--- config.mk ---
export PLATFORM = sky130hd
export DESIGN_NAME = iob_plic_src_cond
export DESIGN_NICKNAME = d
export VERILOG_FILES = /design/src/rtl/iob_plic_src_cond_pkg.sv /design/src/rtl/iob_plic_src_filter.sv /design/src/rtl/iob_plic_src_cond.sv
export SDC_FILE = /design/constraint.sdc
export NUM_CORES = 1
export LEC_CHECK = 0
export ABC_CLOCK_PERIOD_IN_PS = 3830
export BUFFER_PORTS_ARGS = -buffer_cell sky130_fd_sc_hd__buf_2
export CAP_MARGIN = 25
export CORE_ASPECT_RATIO = 2
export CORE_UTILIZATION = 25
export CTS_BUF_LIST = sky130_fd_sc_hd__clkbuf_16
export DETAILED_ROUTE_END_ITERATION = 16
export PLACE_DENSITY = 0.51
export SETUP_SLACK_MARGIN = 0.3
export SLEW_MARGIN = 0
export SYNTH_ARGS = -nofsm -noshare
export SYNTH_HDL_FRONTEND = slang
export SYNTH_HIERARCHICAL = 1
export SYNTH_SLANG_ARGS = --single-unit
--- constraint.sdc ---
create_clock -name clk_i -period 3.83 [get_ports clk_i]
set_input_delay 0.766 -clock clk_i [delete_from_list [all_inputs] [get_ports clk_i]]
set_output_delay 0.766 -clock clk_i [all_outputs]
set_load 0.03 [all_outputs]
--- src/rtl/iob_plic_src_cond_pkg.sv ---
// Shared types and constants for the PLIC interrupt-source conditioner.
package iob_plic_src_cond_pkg;

  // Encoding keeps src (bit 1) and busy (bit 0 ^ bit 1) cheap to decode.
  typedef enum logic [1:0] {
    ST_LOW    = 2'b00,
    ST_RISE_Q = 2'b01,
    ST_HIGH   = 2'b11,
    ST_FALL_Q = 2'b10
  } filt_state_e;

  localparam int GLITCH_W = 8;

endpackage

--- src/rtl/iob_plic_src_filter.sv ---
// One interrupt line: synchronizer, polarity fix, glitch-qualification FSM.
// Optional glitch counter enabled by IOB_PLIC_SRC_COND_GLITCHCNT_EN.
module iob_plic_src_filter
  import iob_plic_src_cond_pkg::*;
#(
  parameter int SYNC_STAGES = 2,
  parameter int FILT_W      = 8
) (
  input  logic                clk_i,
  input  logic                arst_i,
  input  logic                irq_i,
  input  logic                pol_i,
  input  logic [FILT_W-1:0]   filt_len_i,
`ifdef IOB_PLIC_SRC_COND_GLITCHCNT_EN
  input  logic                glitch_clr_i,
  output logic [GLITCH_W-1:0] glitch_cnt_o,
`endif
  output logic                src_o,
  output logic                qual_d_o
);

  logic [SYNC_STAGES-1:0] sync_q, sync_d;
  filt_state_e            state_q, state_d;
  logic [FILT_W-1:0]      cnt_q, cnt_d;
  logic                   src_q, src_d;
  logic                   s;
  logic                   glitch;

  assign sync_d = {sync_q[SYNC_STAGES-2:0], irq_i};
  assign s      = sync_q[SYNC_STAGES-1] ^ pol_i;

  always_comb begin
    state_d = state_q;
    cnt_d   = cnt_q;
    glitch  = 1'b0;
    case (state_q)
      ST_LOW: begin
        if (s) begin
          if (filt_len_i == '0) begin
            state_d = ST_HIGH;
          end else begin
            state_d = ST_RISE_Q;
            cnt_d   = FILT_W'(1);
          end
        end
      end
      ST_RISE_Q: begin
        if (!s) begin
          state_d = ST_LOW;
          glitch  = 1'b1;
        end else if (cnt_q >= filt_len_i) begin
          state_d = ST_HIGH;
        end else begin
          cnt_d = cnt_q + FILT_W'(1);
        end
      end
      ST_HIGH: begin
        if (!s) begin
          if (filt_len_i == '0) begin
            state_d = ST_LOW;
          end else begin
            state_d = ST_FALL_Q;
            cnt_d   = FILT_W'(1);
          end
        end
      end
      ST_FALL_Q: begin
        if (s) begin
          state_d = ST_HIGH;
          glitch  = 1'b1;
        end else if (cnt_q >= filt_len_i) begin
          state_d = ST_LOW;
        end else begin
          cnt_d = cnt_q + FILT_W'(1);
        end
      end
      default: state_d = ST_LOW;
    endcase
  end

  // Output is registered from the next state so it moves with the FSM.
  assign src_d    = (state_d == ST_HIGH) || (state_d == ST_FALL_Q);
  assign qual_d_o = (state_d == ST_RISE_Q) || (state_d == ST_FALL_Q);

  always_ff @(posedge clk_i or posedge arst_i) begin
    if (arst_i) begin
      sync_q  <= '0;
      state_q <= ST_LOW;
      cnt_q   <= '0;
      src_q   <= 1'b0;
    end else begin
      sync_q  <= sync_d;
      state_q <= state_d;
      cnt_q   <= cnt_d;
      src_q   <= src_d;
    end
  end

  assign src_o = src_q;

`ifdef IOB_PLIC_SRC_COND_GLITCHCNT_EN
  logic [GLITCH_W-1:0] gcnt_q, gcnt_d;

  // Clear takes priority over a same-cycle increment; count saturates.
  always_comb begin
    gcnt_d = gcnt_q;
    if (glitch_clr_i) begin
      gcnt_d = '0;
    end else if (glitch && (gcnt_q != '1)) begin
      gcnt_d = gcnt_q + GLITCH_W'(1);
    end
  end

  always_ff @(posedge clk_i or posedge arst_i) begin
    if (arst_i) begin
      gcnt_q <= '0;
    end else begin
      gcnt_q <= gcnt_d;
    end
  end

  assign glitch_cnt_o = gcnt_q;
`else
  logic unused_glitch;
  assign unused_glitch = glitch;
`endif

endmodule

--- src/rtl/iob_plic_src_cond.sv ---
// Interrupt-source conditioner feeding the PLIC src input: sync, polarity, filter.
// Optional per-line glitch counters enabled by IOB_PLIC_SRC_COND_GLITCHCNT_EN.
module iob_plic_src_cond
  import iob_plic_src_cond_pkg::*;
#(
  parameter int SOURCES     = 8,
  parameter int SYNC_STAGES = 2,
  parameter int FILT_W      = 8
) (
  input  logic                         clk_i,
  input  logic                         arst_i,
  input  logic [SOURCES-1:0]           irq_ext_i,
  input  logic [SOURCES-1:0]           pol_i,
  input  logic [FILT_W-1:0]            filt_len_i,
`ifdef IOB_PLIC_SRC_COND_GLITCHCNT_EN
  input  logic                         glitch_clr_i,
  output logic [SOURCES*GLITCH_W-1:0]  glitch_cnt_o,
`endif
  output logic [SOURCES-1:0]           src_o,
  output logic                         busy_o
);

  logic [SOURCES-1:0] qual_d;
  logic               busy_q, busy_d;

  for (genvar n = 0; n < SOURCES; n++) begin : g_line
    iob_plic_src_filter #(
      .SYNC_STAGES (SYNC_STAGES),
      .FILT_W      (FILT_W)
    ) u_filter (
      .clk_i        (clk_i),
      .arst_i       (arst_i),
      .irq_i        (irq_ext_i[n]),
      .pol_i        (pol_i[n]),
      .filt_len_i   (filt_len_i),
`ifdef IOB_PLIC_SRC_COND_GLITCHCNT_EN
      .glitch_clr_i (glitch_clr_i),
      .glitch_cnt_o (glitch_cnt_o[n*GLITCH_W +: GLITCH_W]),
`endif
      .src_o        (src_o[n]),
      .qual_d_o     (qual_d[n])
    );
  end

  // Registered from next-state flags so busy_o lines up with the line FSMs.
  assign busy_d = |qual_d;

  always_ff @(posedge clk_i or posedge arst_i) begin
    if (arst_i) begin
      busy_q <= 1'b0;
    end else begin
      busy_q <= busy_d;
    end
  end

  assign busy_o = busy_q;

endmodule

==> reports/results.txt <==
Num CTS Buffers -> 9
Peak VDD IR -> 0.000252 V
Pins Over Slew Limit -> 0
Mux share of post-synthesis cell area -> 0.00993
Post-DP HPWL -> 18.4 mm
Largest net degree at the start of global routing -> 17
Startpoint Class -> primary input
Wire per inst -> 16.1 µm
Worst-skew pair later-pin latency -> 370 ps
Reg clk slew, reported paths -> 70 ps
Drt total wl -> 23.1 mm
Post-synth top area share -> 0.302
Worst-Margin Slew -> 788 ps
Clock sinks -> 99
Routed vias/inst -> 5.01
# setup viols final -> 0
Period utilisation layout -> 0.847
Critical path endpoint category -> register
Post-synthesis xor/xnor area fraction -> 0.0460
GR Overflow Total -> 0
Clock skew -> 7.97 ps
Crit path kind -> primary input to register
Compound-Gate Fraction of Synth Area -> 0.201
Reg2reg start -> g_line[0].u_filter/cnt_q[0]
I/O pin count -> 35
Sequential share of the synthesized area -> 0.302
Hold_sp -> g_line[5].u_filter/sync_q[0]
Post-synthesis adder-cell area fraction -> 0.174
Input/output buffers -> 34
Commonest cells post-synth -> ha_1 (114), inv_1 (113), dfrtp_1 (99)
Initial Util -> 0.254
Post-CTS Hold Fix Bufs -> 0
Final hold viol count -> 0
Drt pass-1 iters -> 4
DRC Markers -> 0
Post-route minimum period -> 3250 ps
Die Ht -> 258 µm
Area leader, netlist -> dfrtp_1
Initial antenna violation count -> 0
CP startpoint -> filt_len_i[1]
Final worst slack -> 584 ps
Setup Buffers After CTS -> 0
Synth warn -> 6
Avg Cell Area, Syn -> 8.63 µm²
Rows -> 93
CORE AREA -> 0.0322 mm²
CTS tree -> built
Status -> finished clean
Cell count after synthesis -> 949
Vias in the first global route -> 7512
Place WS -> 190 ps
Post-DRT Antenna Nets -> 0
Die area -> 0.0335 mm²
Synthesized Nets -> 1089
Critical Path Fanout Max -> 16
Fin Setup TNS -> 0 ps
Synth Register Bits -> 99
Area contributors post-synth -> dfrtp_1 (30%), ha_1 (17%), inv_1 (5.2%)
Overall power -> 5.85 mW
Share of cells above drive strength 1 -> 0.104
Area Growth Syn to Fin -> 12.8%
Max_cap viols -> 0
First-pass GRT wire length -> 37.7 mm
Arrival time worst endpoint -> 3490 ps
Via count -> 7168
Die W -> 130 µm
GRT Util Overall -> 0.146
Routability cong. -> 0.879
Synth Area in Simple Gates -> 0.214
Worst Path Required -> 4070 ps
FFs w/ async S/R, synth -> 1.00
Relative slew slack -> 0.471
CTS resizes -> 0
H-tree levels -> 3
Max Root-Sink Buffers -> 2
1st-iter DRT viols -> 331
Unique masters post-synth -> 60
Leakage -> 4.28 nW
RSZ-0062 raised after global routing -> no
Netlist Area Pre-Place -> 0.00819 mm²
Post-synth EDFFs -> 0
Final #Nets -> 1139
Root buffer cell -> clkbuf_16
Main combinational cell family by area after synthesis -> simple AND/OR/NAND/NOR gates
Hold Crit Class -> register to register
Ant diodes -> 0
Synth Flop Type -> dfrtp_1
Top-count cell post-synth -> ha_1
PwrDens -> 633 mW/mm²
Peak Freq -> 308 MHz
final cells by class:
| cell class | count | area (µm²) |
|---|---|---|
| timing repair buffer | 42 | 230 |
| multi-input combinational | 734 | 5280 |
| fill | 3472 | 23000 |
| inverter | 113 | 424 |
| tap | 427 | 534 |
| sequential | 99 | 2480 |
| clock inverter | 7 | 67.6 |
| clock buffer | 9 | 225 |
per-stage QoR:
stage / utilization / instances / hold WS (ps) / instance area, µm²
5_1_grt: 0.287 / 1431 / 365 / 9240
3_3_place_gp: 0.278 / 1415 / 333 / 8950
4_1_cts: 0.287 / 1431 / 355 / 9240
2_1_floorplan: - / 949 / 331 / 8190
3_5_place_dp: 0.278 / 1415 / 337 / 8950
6_report: 0.287 / 1431 / 351 / 9240
cells in the final DEF, fill, tap and decap left out, types with 3 or more instances in the layout:
cell type  count
ha_1         114
inv_1        113
dfrtp_1       99
nor2_1        86
a21oi_1       71
nand3_1       57
nand2_1       55
o21ai_0       53
buf_2         34
nor3_1        30
xor2_1        25
and3_1        20
or4_1         16
nand4_1       15
or3_1         15
o211ai_1      14
o21a_1        13
nor4_1        11
nor2b_1       10
clkbuf_16      9
a31oi_1        9
o311a_2        8
buf_4          8
xor2_2         7
mux2i_1        7
and4_1         7
a22oi_1        7
nand2b_1       6
a211oi_2       6
o41a_1         6
o32a_2         6
o31a_1         6
o21ba_2        6
xnor2_1        5
o31ai_1        4
o311ai_0       4
and2_1         3
a22o_1         3
o21bai_1       3
logic make-up after synthesis:
logic type,after synthesis
compound gates,234
mux,8
buf+inv,116
fa+ha+maj,114
xor+xnor,37
flops,99
simple gates,341
routing by layer:
layer / vias to the layer above / part of all wire / global-route usage
met2: 120 / 0.58 / 0.295
met1: 3448 / 0.35 / 0.131
met3: 54 / 0.022 / 0.0205
met5: - / 0 / 0
li1: 3546 / - / -
met4: 0 / 0.050 / 0.0849
critical path, cell delays in order:
cell and delay, ps:
buf_2 290, inv_1 140, ha_1 330, a31oi_1 170, nor2b_1 100, o21ai_0 410, a21oi_1 140, o41a_1 390
xor2_1 230, nor4_1 410, nand2_1 90
sequential cells by signal, indices dropped and copies added, names as in the netlist:
name	count
g_line.u_filter/src_o	8
busy_o	1
g_line.u_filter/state_q	10
g_line.u_filter/sync_q	16
g_line.u_filter/cnt_q	64
final timing paths:
path	endpoint	slack, ps	depth (start not counted)
max	busy_o	580	11
min	g_line[5].u_filter/sync_q[1]	350	0
max reg2reg	busy_o	960	10
min reg2reg	g_line[5].u_filter/sync_q[1]	350	0
max in group asynchronous	g_line[6].u_filter/cnt_q[5]	2830	2
min in group asynchronous	busy_o	370	2
power breakdown:
| group | leakage, nW | internal [mW] | switching (mW) |
|---|---|---|---|
| sequential | 1.27 | 1.30 | 0.358 |
| clock | 0.141 | 0.505 | 0.441 |
| combinational | 2.87 | 1.27 | 1.98 |
| total | 4.28 | 3.07 | 2.78 |
Power figures use the tool's default switching activity.
